File: config.mk
export PLATFORM = sky130hd
export DESIGN_NAME = fetch_engine
export DESIGN_NICKNAME = d
export VERILOG_FILES = /design/src/rtl/fetch_pkg.sv /design/src/rtl/instr_fifo.sv /design/src/rtl/fetch_engine.sv
export SDC_FILE = /design/constraint.sdc
export NUM_CORES = 1
export LEC_CHECK = 0
export ABC_AREA = 1
export BUFFER_PORTS_ARGS = -buffer_cell sky130_fd_sc_hd__buf_2
export CORE_ASPECT_RATIO = 1.4
export CORE_MARGIN = 10
export CORE_UTILIZATION = 55
export DETAILED_ROUTE_END_ITERATION = 10
export GPL_ROUTABILITY_DRIVEN = 0
export MAX_ROUTING_LAYER = met4
export PLACE_DENSITY = 0.76
export SYNTH_ARGS = -nofsm -noshare
export SYNTH_HDL_FRONTEND = slang
export SYNTH_HIERARCHICAL = 1
export SYNTH_SLANG_ARGS = --single-unit
File: constraint.sdc
create_clock -name clk -period 8.7 [get_ports clk]
set_input_delay 2.61 -clock clk [delete_from_list [all_inputs] [get_ports clk]]
set_output_delay 2.61 -clock clk [all_outputs]
set_load 0.03 [all_outputs]
File: src/rtl/fetch_pkg.sv
// Shared types and constants for the instruction fetch engine.
// Holds the FSM state encoding, the queue entry layout and the bundle
// geometry used by both the engine and its instruction queue.
package fetch_pkg;

  localparam int INSTR_W          = 32;
  localparam int BUNDLE_W         = 128;
  localparam int WORDS_PER_BUNDLE = 4;

  typedef enum logic [0:0] {
    FETCH = 1'b0,
    ABORT = 1'b1
  } fetch_state_t;

  // One queued instruction together with the word index it was fetched from.
  typedef struct packed {
    logic [INSTR_W-1:0] instr;
    logic [31:0]        pc;
  } fetch_entry_t;

  // Builds the queue entry for word k of a bundle fetched at word index base.
  function automatic fetch_entry_t bundle_word(
    input logic [BUNDLE_W-1:0] bundle,
    input logic [31:0]         base,
    input int                  k
  );
    fetch_entry_t e;
    e.instr = bundle[k*INSTR_W +: INSTR_W];
    e.pc    = base + 32'(k);
    return e;
  endfunction

endpackage

File: src/rtl/instr_fifo.sv
// Instruction queue: circular buffer of fetch entries accepting a whole
// four-word bundle per push and releasing one entry per pop.
// The caller guarantees room for four entries before pushing; pops on an
// empty queue are ignored. clr empties the queue on the next edge.
module instr_fifo
  import fetch_pkg::*;
#(
  parameter int DEPTH = 16
)
(
  input  logic                                  clk,
  input  logic                                  rst,
  input  logic                                  clr,
  input  logic                                  push,
  input  fetch_entry_t [WORDS_PER_BUNDLE-1:0]   push_data,
  input  logic                                  pop,
  output fetch_entry_t                          head,
  output logic [$clog2(DEPTH):0]                count
);

  localparam int AW = $clog2(DEPTH);
  localparam logic [AW:0]   PUSH_INC = (AW+1)'(WORDS_PER_BUNDLE);
  localparam logic [AW-1:0] PTR_STEP = AW'(WORDS_PER_BUNDLE);

  fetch_entry_t     mem [DEPTH];
  logic [AW-1:0]    wr_ptr;
  logic [AW-1:0]    rd_ptr;
  logic [AW:0]      count_next;
  logic             pop_ok;

  assign pop_ok = pop && (count != '0);
  assign head   = mem[rd_ptr];

  // Storage write: the four bundle words land in consecutive slots.
  always_ff @(posedge clk) begin
    if (push) begin
      for (int k = 0; k < WORDS_PER_BUNDLE; k++) begin
        mem[wr_ptr + AW'(k)] <= push_data[k];
      end
    end
  end

  // Occupancy after this cycle's push and pop.
  always_comb begin
    count_next = count;
    if (push) begin
      count_next = count_next + PUSH_INC;
    end
    if (pop_ok) begin
      count_next = count_next - (AW+1)'(1);
    end
  end

  // Pointers and occupancy; clear and reset both empty the queue.
  always_ff @(posedge clk) begin
    if (rst || clr) begin
      wr_ptr <= '0;
      rd_ptr <= '0;
      count  <= '0;
    end else begin
      if (push) begin
        wr_ptr <= wr_ptr + PTR_STEP;
      end
      if (pop_ok) begin
        rd_ptr <= rd_ptr + AW'(1);
      end
      count <= count_next;
    end
  end

endmodule

File: src/rtl/fetch_engine.sv
// Fetch-side initiator for the instruction cache. Requests four-word
// bundles at a word-indexed PC, unpacks them into the instruction queue
// and hands instructions to decode one per cycle. A redirect aborts the
// outstanding request, flushes the queue and restarts at the new PC.
//
// Optional build macro FETCH_PERF_CNT_EN adds saturating counters of
// accepted bundles and of fetch stall cycles (FETCH with rd_en low).
//
// state | meaning
// ------+-------------------------------------------------------------
// FETCH | requesting bundles at pc whenever the queue has room for four
// ABORT | one-cycle abort pulse after a redirect; queue already empty
module fetch_engine
  import fetch_pkg::*;
#(
  parameter int          DEPTH    = 16,
  parameter logic [31:0] RESET_PC = 32'h0000_0000
)
(
  input  logic                   clk,
  input  logic                   rst,
  output logic [31:0]            pc_in,
  output logic                   rd_en,
  output logic                   abort,
  input  logic [BUNDLE_W-1:0]    Dout,
  input  logic                   Dout_valid,
  input  logic                   redirect_valid,
  input  logic [31:0]            redirect_pc,
  output logic [INSTR_W-1:0]     instr_out,
  output logic                   instr_valid,
  input  logic                   instr_ready,
  output logic [31:0]            instr_pc,
  output logic [$clog2(DEPTH):0] count
`ifdef FETCH_PERF_CNT_EN
  ,
  output logic [31:0]            perf_bundles,
  output logic [31:0]            perf_stalls
`endif
);

  localparam int CW = $clog2(DEPTH) + 1;
  localparam logic [CW-1:0] ROOM_LIMIT = CW'(DEPTH - WORDS_PER_BUNDLE);

  fetch_state_t                          state;
  fetch_state_t                          state_next;
  logic [31:0]                           pc;
  logic [31:0]                           pc_next;
  logic                                  has_room;
  logic                                  accept;
  logic                                  pop;
  fetch_entry_t [WORDS_PER_BUNDLE-1:0]   push_data;
  fetch_entry_t                          head;

  // Requests only go out with room for a full bundle. rd_en is also held
  // low while rst is asserted so nothing is requested in the reset cycle.
  assign has_room = (count <= ROOM_LIMIT);
  assign rd_en    = (state == FETCH) && has_room && !rst;
  assign abort    = (state == ABORT);
  assign pc_in    = pc;

  // A redirect cycle discards any response and any pop; the queue is
  // cleared on the same edge.
  assign accept = rd_en && Dout_valid && !redirect_valid;
  assign pop    = instr_valid && instr_ready && !redirect_valid;

  assign instr_valid = (count != '0);
  assign instr_out   = head.instr;
  assign instr_pc    = head.pc;

  // Unpack the bundle into four tagged queue entries.
  always_comb begin
    push_data = '0;
    for (int k = 0; k < WORDS_PER_BUNDLE; k++) begin
      push_data[k] = bundle_word(Dout, pc, k);
    end
  end

  // Next state and next PC; a redirect overrides everything else.
  always_comb begin
    state_next = state;
    pc_next    = pc;
    if (redirect_valid) begin
      state_next = ABORT;
      pc_next    = redirect_pc;
    end else begin
      if (state == ABORT) begin
        state_next = FETCH;
      end
      if (accept) begin
        pc_next = pc + 32'(WORDS_PER_BUNDLE);
      end
    end
  end

  // State and PC registers.
  always_ff @(posedge clk) begin
    if (rst) begin
      state <= FETCH;
      pc    <= RESET_PC;
    end else begin
      state <= state_next;
      pc    <= pc_next;
    end
  end

  instr_fifo #(
    .DEPTH (DEPTH)
  ) u_instr_fifo (
    .clk       (clk),
    .rst       (rst),
    .clr       (redirect_valid),
    .push      (accept),
    .push_data (push_data),
    .pop       (pop),
    .head      (head),
    .count     (count)
  );

`ifdef FETCH_PERF_CNT_EN
  logic stall;

  assign stall = (state == FETCH) && !has_room;

  // Saturating performance counters; only rst clears them.
  always_ff @(posedge clk) begin
    if (rst) begin
      perf_bundles <= '0;
      perf_stalls  <= '0;
    end else begin
      if (accept && (perf_bundles != 32'hFFFF_FFFF)) begin
        perf_bundles <= perf_bundles + 32'd1;
      end
      if (stall && (perf_stalls != 32'hFFFF_FFFF)) begin
        perf_stalls <= perf_stalls + 32'd1;
      end
    end
  end
`endif

endmodule

==> summary.txt, run 1 <==
Top-count cell post-synth = nand2_1
Mapped Cells = 4853
Crit start category = flop
YS warnings = 6
Switching Fraction = 20.5%
DRC Markers = 0
Synth Area in Compound Gates = 1.03%
DR pass1 iterations = 7
Mux share of post-synthesis cell area = 0%
Final count of pins violating max slew = 0
Maximum VDD drop = 0.192 mV
Port bufs = 268
Slowest CP cell = dfxtp_4
Post-route minimum period = 6.56 ns
Worst slew pin tran = 1.17 ns
GRT Util Overall = 23.3%
Post-synth top area cell = edfxtp_1
Drt total wl = 117000 um
Max-cap violations = 0
Core area = 0.0871 mm^2
Synth Cell Area = 0.0483 mm^2
CP Class = flop to primary output
Lkg Pwr = 22.8 nW
Seq pwr share = 55.0%
Setup Viol. Count Final = 0
CTS root buf = clkbuf_16
Req. time, crit path = 6.09 ns
Vias/cell = 5.33
Pint = 8.32 mW
Clock skew = 0.0307 ns
Placement Rows = 128
CTS tree = yes
Post-CTS sizing = 0
Number of synthesized flops with an enable pin = 1024
Gr ovfl total = 0
Post-CTS Setup Repair Bufs = 0
Clock Power Share = 41.8%
Crit path capture type = primary output
1st-iter DRT viols = 2995
CP Max Fanout = 169
Worst-path clk slew = 0.07 ns
Async SR Flop Fraction = 0%
Vias in the first global route = 32400
Pin count of the biggest net entering global routing = 263
Synth Area in Simple Gates = 21.6%
Routed Antenna Nets = 0
Slowest Stage Delay on Critical Path = 0.83 ns
Hold Crit Class = flop to flop
Chain of cells forming the critical path = buf_4, buf_12, nand2_1, nand2_1, nand2_1, nand3_1, nand3_1, nand2_1, buf_2
Arrival @ worst endpoint = 3.95 ns
Relative slew slack = 22.2%
Hold_buf cts = 0
Die Wd = 270 um
Main synth FF type = edfxtp_1
Crit path top cell by count = nand2_1
First-pass GRT wire length = 177000 um
Share of cells above drive strength 1 = 9.86%
Starting Density = 55.4%
Area contributors post-synth = edfxtp_1 (64%), nand2_1 (12%), nand3_1 (8.4%)
R2r setup slk = 5.25 ns
Initial antenna violation count = 6
Area Growth Syn to Fin = 10.4%
Psw = 2.14 mW
Clock tree sinks = 1072
Dpl hpwl = 69400 um
Post-layout util = 61.2%
Vias after detailed routing = 33300
Main combinational cell family by area after synthesis = simple AND/OR/NAND/NOR gates
Fin crit share = 75.4%
Avg WL per Cell = 18.7 um
Unique masters post-synth = 35
Setup tns final = 0 ns
Final hold violations = 0
Io pins = 269
Post-Synth XOR/XNOR Area = 1.38%
Die area = 0.100 mm^2
Chip height = 371 um
CTS Buffer Depth = 3
Number of synthesized register bits = 1072
RSZ-0062 raised after global routing = no
Area share of the largest cell type after synthesis = 63.7%
Inserted Clock Buffers = 100
Comb pwr share = 3.2%
Post-Synth Adder-Cell Area = 0.337%
H-tree levels = 3
Skew-Pair Late Insertion Delay = 0.67 ns
Syn Nets = 5031
Register area share after synthesis = 65.7%
Nets = 5169
Synthesized area per cell = 9.95 um^2
Synth cell count leaders = nand2_1 (1533), edfxtp_1 (1024), inv_1 (842), nand3_1 (807), buf_2 (139)
P per Cell Area = 196 mW/mm^2
Fmax = 152 MHz
Status = complete, no violations
[power by group through the flow]
| stage | clock network, mW | logic [mW] | registers (mW) |
|---|---|---|---|
| after floorplan | 0 | 0.185 | 5.86 |
| after CTS | 4.44 | 0.337 | 5.76 |
| final | 4.37 | 0.335 | 5.76 |
| after global placement | 0 | 0.325 | 5.86 |
| after global routing | 4.65 | 0.363 | 5.76 |
| after detailed placement | 0 | 0.334 | 5.87 |
[metal layers]
layer / GRT usage, % / wire [um] / part of all wire (%)
met4: 10.2 / 4630 / 4.0
met1: 26.5 / 44100 / 38
met3: 3.42 / 7770 / 6.7
met5: - / 0 / 0
met2: 40.6 / 60200 / 52
[logic make-up after synthesis]
family | Yosys count
DFF | 1072
and+or+nand+nor | 2474
adders and majority gates | 13
xor gates and xnor gates | 76
AOI/OAI and AO/OA | 98
buffers and inverters | 1120
[sequential cells by signal, summed over array words and instances (netlist names), named ones only]
name	count
abort	1
pc_in	32
u_instr_fifo/count	5
u_instr_fifo/mem	1024
u_instr_fifo/rd_ptr	4
u_instr_fifo/wr_ptr	2
[final cells by class]
class | count | area [um^2]
Antenna cell | 3 | 7.51
Clock buffer | 125 | 2720
Clock inverter | 56 | 584
Fill cell | 6898 | 33800
Inverter | 849 | 3230
Multi-Input combinational cell | 2661 | 11800
Sequential cell | 1072 | 31700
Tap cell | 1170 | 1460
Timing Repair Buffer | 307 | 1770
[worst paths after layout]
check | startpoint | to | cells after the start
worst max-delay path | flop | instr_pc[15] | 9
worst max register to register | pc_in[0] | u_instr_fifo/mem[15][20] | 8
worst min register to register | u_instr_fifo/rd_ptr[0] | u_instr_fifo/rd_ptr[0] | 1
worst min-delay path | u_instr_fifo/rd_ptr[0] | u_instr_fifo/rd_ptr[0] | 1
[stage by stage]
| step | instances | area (um^2) | worst slack (ns) | hold slack [ns] | total power, mW |
|---|---|---|---|---|---|
| finish | 6243 | 53300 | 2.14 | 0.500 | 10.5 |
| global route | 6242 | 53300 | 1.89 | 0.540 | 10.8 |
| CTS | 6240 | 53300 | 2.09 | 0.501 | 10.5 |
| detailed placement | 6059 | 50000 | 2.61 | 0.487 | 6.20 |
| global placement | 6059 | 50000 | 2.58 | 0.474 | 6.19 |
| floorplan | 4853 | 48300 | 1.18 | 0.459 | 6.04 |
[placed cells by master (no fill, tap or decap), types with 2 or more instances in the layout]
cell type / count
nor2_1: 90
o21ai_1: 6
clkinvlp_4: 8
clkinv_2: 15
buf_2: 268
edfxtp_1: 1024
nand2_2: 8
xor2_1: 72
clkinv_4: 2
a31oi_1: 6
dfxtp_4: 4
nor3_1: 9
inv_6: 4
bufinv_16: 10
buf_4: 28
xnor2_1: 4
nor3_2: 2
clkbuf_8: 6
nand3_1: 807
nand2_1: 1533
o21ai_0: 48
clkinv_1: 19
ha_1: 13
nor3_4: 2
clkinv_8: 4
inv_4: 2
nor2_2: 12
clkbuf_1: 16
clkbuf_16: 103
inv_2: 2
diode_2: 3
nor2_4: 4
buf_12: 11
dfxtp_1: 43
inv_1: 837
a21oi_1: 38
[critical path, delay by kind of cell (launching register included)]
| family | cells | cell delay, ns |
|---|---|---|
| buffers and inverters | 3 | 1.52 |
| and+or+nand+nor | 6 | 0.81 |
| DFF | 1 | 0.83 |
Power figures use the tool's default switching activity.
==> run 2: changes to the inputs <==
==> constraint.sdc (replaced) <==
create_clock -name clk -period 5.3 [get_ports clk]
set_input_delay 1.59 -clock clk [delete_from_list [all_inputs] [get_ports clk]]
set_output_delay 1.59 -clock clk [all_outputs]
set_load 0.03 [all_outputs]
==> summary.txt, run 2 (same netlist as run 1, synthesis figures left out) <==
Status = complete, no violations
CTS root buf = clkbuf_16
Vias after detailed routing = 33700
Share of cells above drive strength 1 = 10.3%
Routed Antenna Nets = 0
Most flops, register = u_instr_fifo/mem
Chain of cells forming the critical path = buf_12, nand3_1, nand3_1, nand3_1, nand2_1, buf_2
Avg WL per Cell = 19.2 um
Die Wd = 270 um
Worst slew pin tran = 1.04 ns
Fillers = 6865
1st-iter DRT viols = 3264
Post-CTS sizing = 0
Port bufs = 268
Fin crit share = 87.5%
Starting Density = 55.4%
Crit start category = flop
Commonest non-fill, non-tap cell in the layout = nand2_1
Combined area of the multi-input logic cells = 0.0118 mm^2
Lkg Pwr = 23.0 nW
Max reg flops = 1024
Total Power = 17.0 mW
Reg area = 0.0317 mm^2
Crit path capture type = primary output
CP Class = flop to primary output
Slowest CP cell = buf_12
Req. time, crit path = 3.71 ns
Dpl hpwl = 73900 um
Placement Rows = 128
Core area = 0.0871 mm^2
H-tree levels = 3
Io pins = 269
Clock skew = 0.0350 ns
Hold Crit Class = flop to flop
Fmax = 216 MHz
First-pass GRT wire length = 183000 um
CP Max Fanout = 172
Worst path top cell family by delay = buffers and inverters
Area Growth Syn to Fin = 11.3%
Hold_buf cts = 0
RSZ-0062 raised after global routing = no
Most frequent cells in the layout = nand2_1 (1529), edfxtp_1 (1024), inv_1 (837)
Nets = 5202
Pint = 13.5 mW
Worst Path Buf+Inv = 2
Relative slew slack = 30.3%
Maximum VDD drop = 0.271 mV
Worst-path clk slew = 0.07 ns
CTS Buffer Depth = 3
Switching Fraction = 20.6%
Setup Viol. Count Final = 0
Max-cap violations = 0
Final count of pins violating max slew = 0
Pin count of the biggest net entering global routing = 180
Comb pwr share = 3.4%
Vias/cell = 5.36
Die area = 0.100 mm^2
Arrival @ worst endpoint = 3.05 ns
CTS tree = yes
Inserted Clock Buffers = 99
Post-CTS Setup Repair Bufs = 0
Skew-Pair Late Insertion Delay = 0.67 ns
Final hold violations = 0
Seq pwr share = 55.4%
DR pass1 iterations = 6
GRT Util Overall = 24.1%
Initial antenna violation count = 6
Gr ovfl total = 0
Slowest Stage Delay on Critical Path = 0.72 ns
Vias in the first global route = 32700
Crit path top cell by count = nand3_1
Psw = 3.51 mW
Post-route minimum period = 4.64 ns
R2r setup slk = 2.18 ns
Drt total wl = 121000 um
Setup tns final = 0 ns
Clock tree sinks = 1072
P per Cell Area = 317 mW/mm^2
Worst hold slack = 0.481 ns
Chip height = 371 um
Clock Power Share = 41.2%
DRC Markers = 0
==> run 2: cell type report <==
class                   count  area share [%]
clock inverters            59           0.957
well taps                1170            2.72
flip-flops and latches   1072            59.1
clock buffers             126            4.98
repair buffers            341            4.24
multi-input cells        2661            22.0
diodes                      6          0.0279
inverters                 849            6.01
==> run 2: worst paths after layout <==
check,start,endpoint,cells after the start
max reg2reg,pc_in[0],u_instr_fifo/mem[1][14],6
max,flop,instr_pc[15],6
min,pc_in[19],pc_in[19],2
min reg2reg,pc_in[19],pc_in[19],2
==> run 2: worst min-delay path, stage by stage, from the launching register on <==
cell,delay [ns]
dfxtp_1,0.31
nand2_1,0.06
a21oi_1,0.06
==> run 2: metal layers <==
metal | global-route usage, % | part of all wire [%] | up-vias
met4 | 12.3 | 4.9 | 0
met3 | 3.42 | 7.8 | 344
met1 | 28.0 | 37 | 15900
met5 | - | 0 | -
li1 | - | - | 15900
met2 | 40.6 | 50 | 1562
==> run 2: through the flow <==
step | setup WS [ns] | cell area [um^2] | utilization [%] | instances
6_report | 0.664 | 53700 | 61.7 | 6284
5_1_grt | 0.560 | 53700 | 61.7 | 6283
4_1_cts | 0.684 | 53700 | 61.7 | 6278
3_5_place_dp | 1.17 | 50500 | 58.0 | 6093
3_3_place_gp | 1.22 | 50500 | 58.0 | 6093
2_1_floorplan | -1.07 | 48400 | - | 4853
==> run 2: power by group through the flow <==
stage	Sequential (mW)	Clock (mW)	Combinational, mW
2_1_floorplan	9.61	0	0.306
3_3_place_gp	9.62	0	0.561
3_5_place_dp	9.63	0	0.574
4_1_cts	9.45	7.13	0.577
5_1_grt	9.45	7.48	0.623
6_report	9.45	7.02	0.575
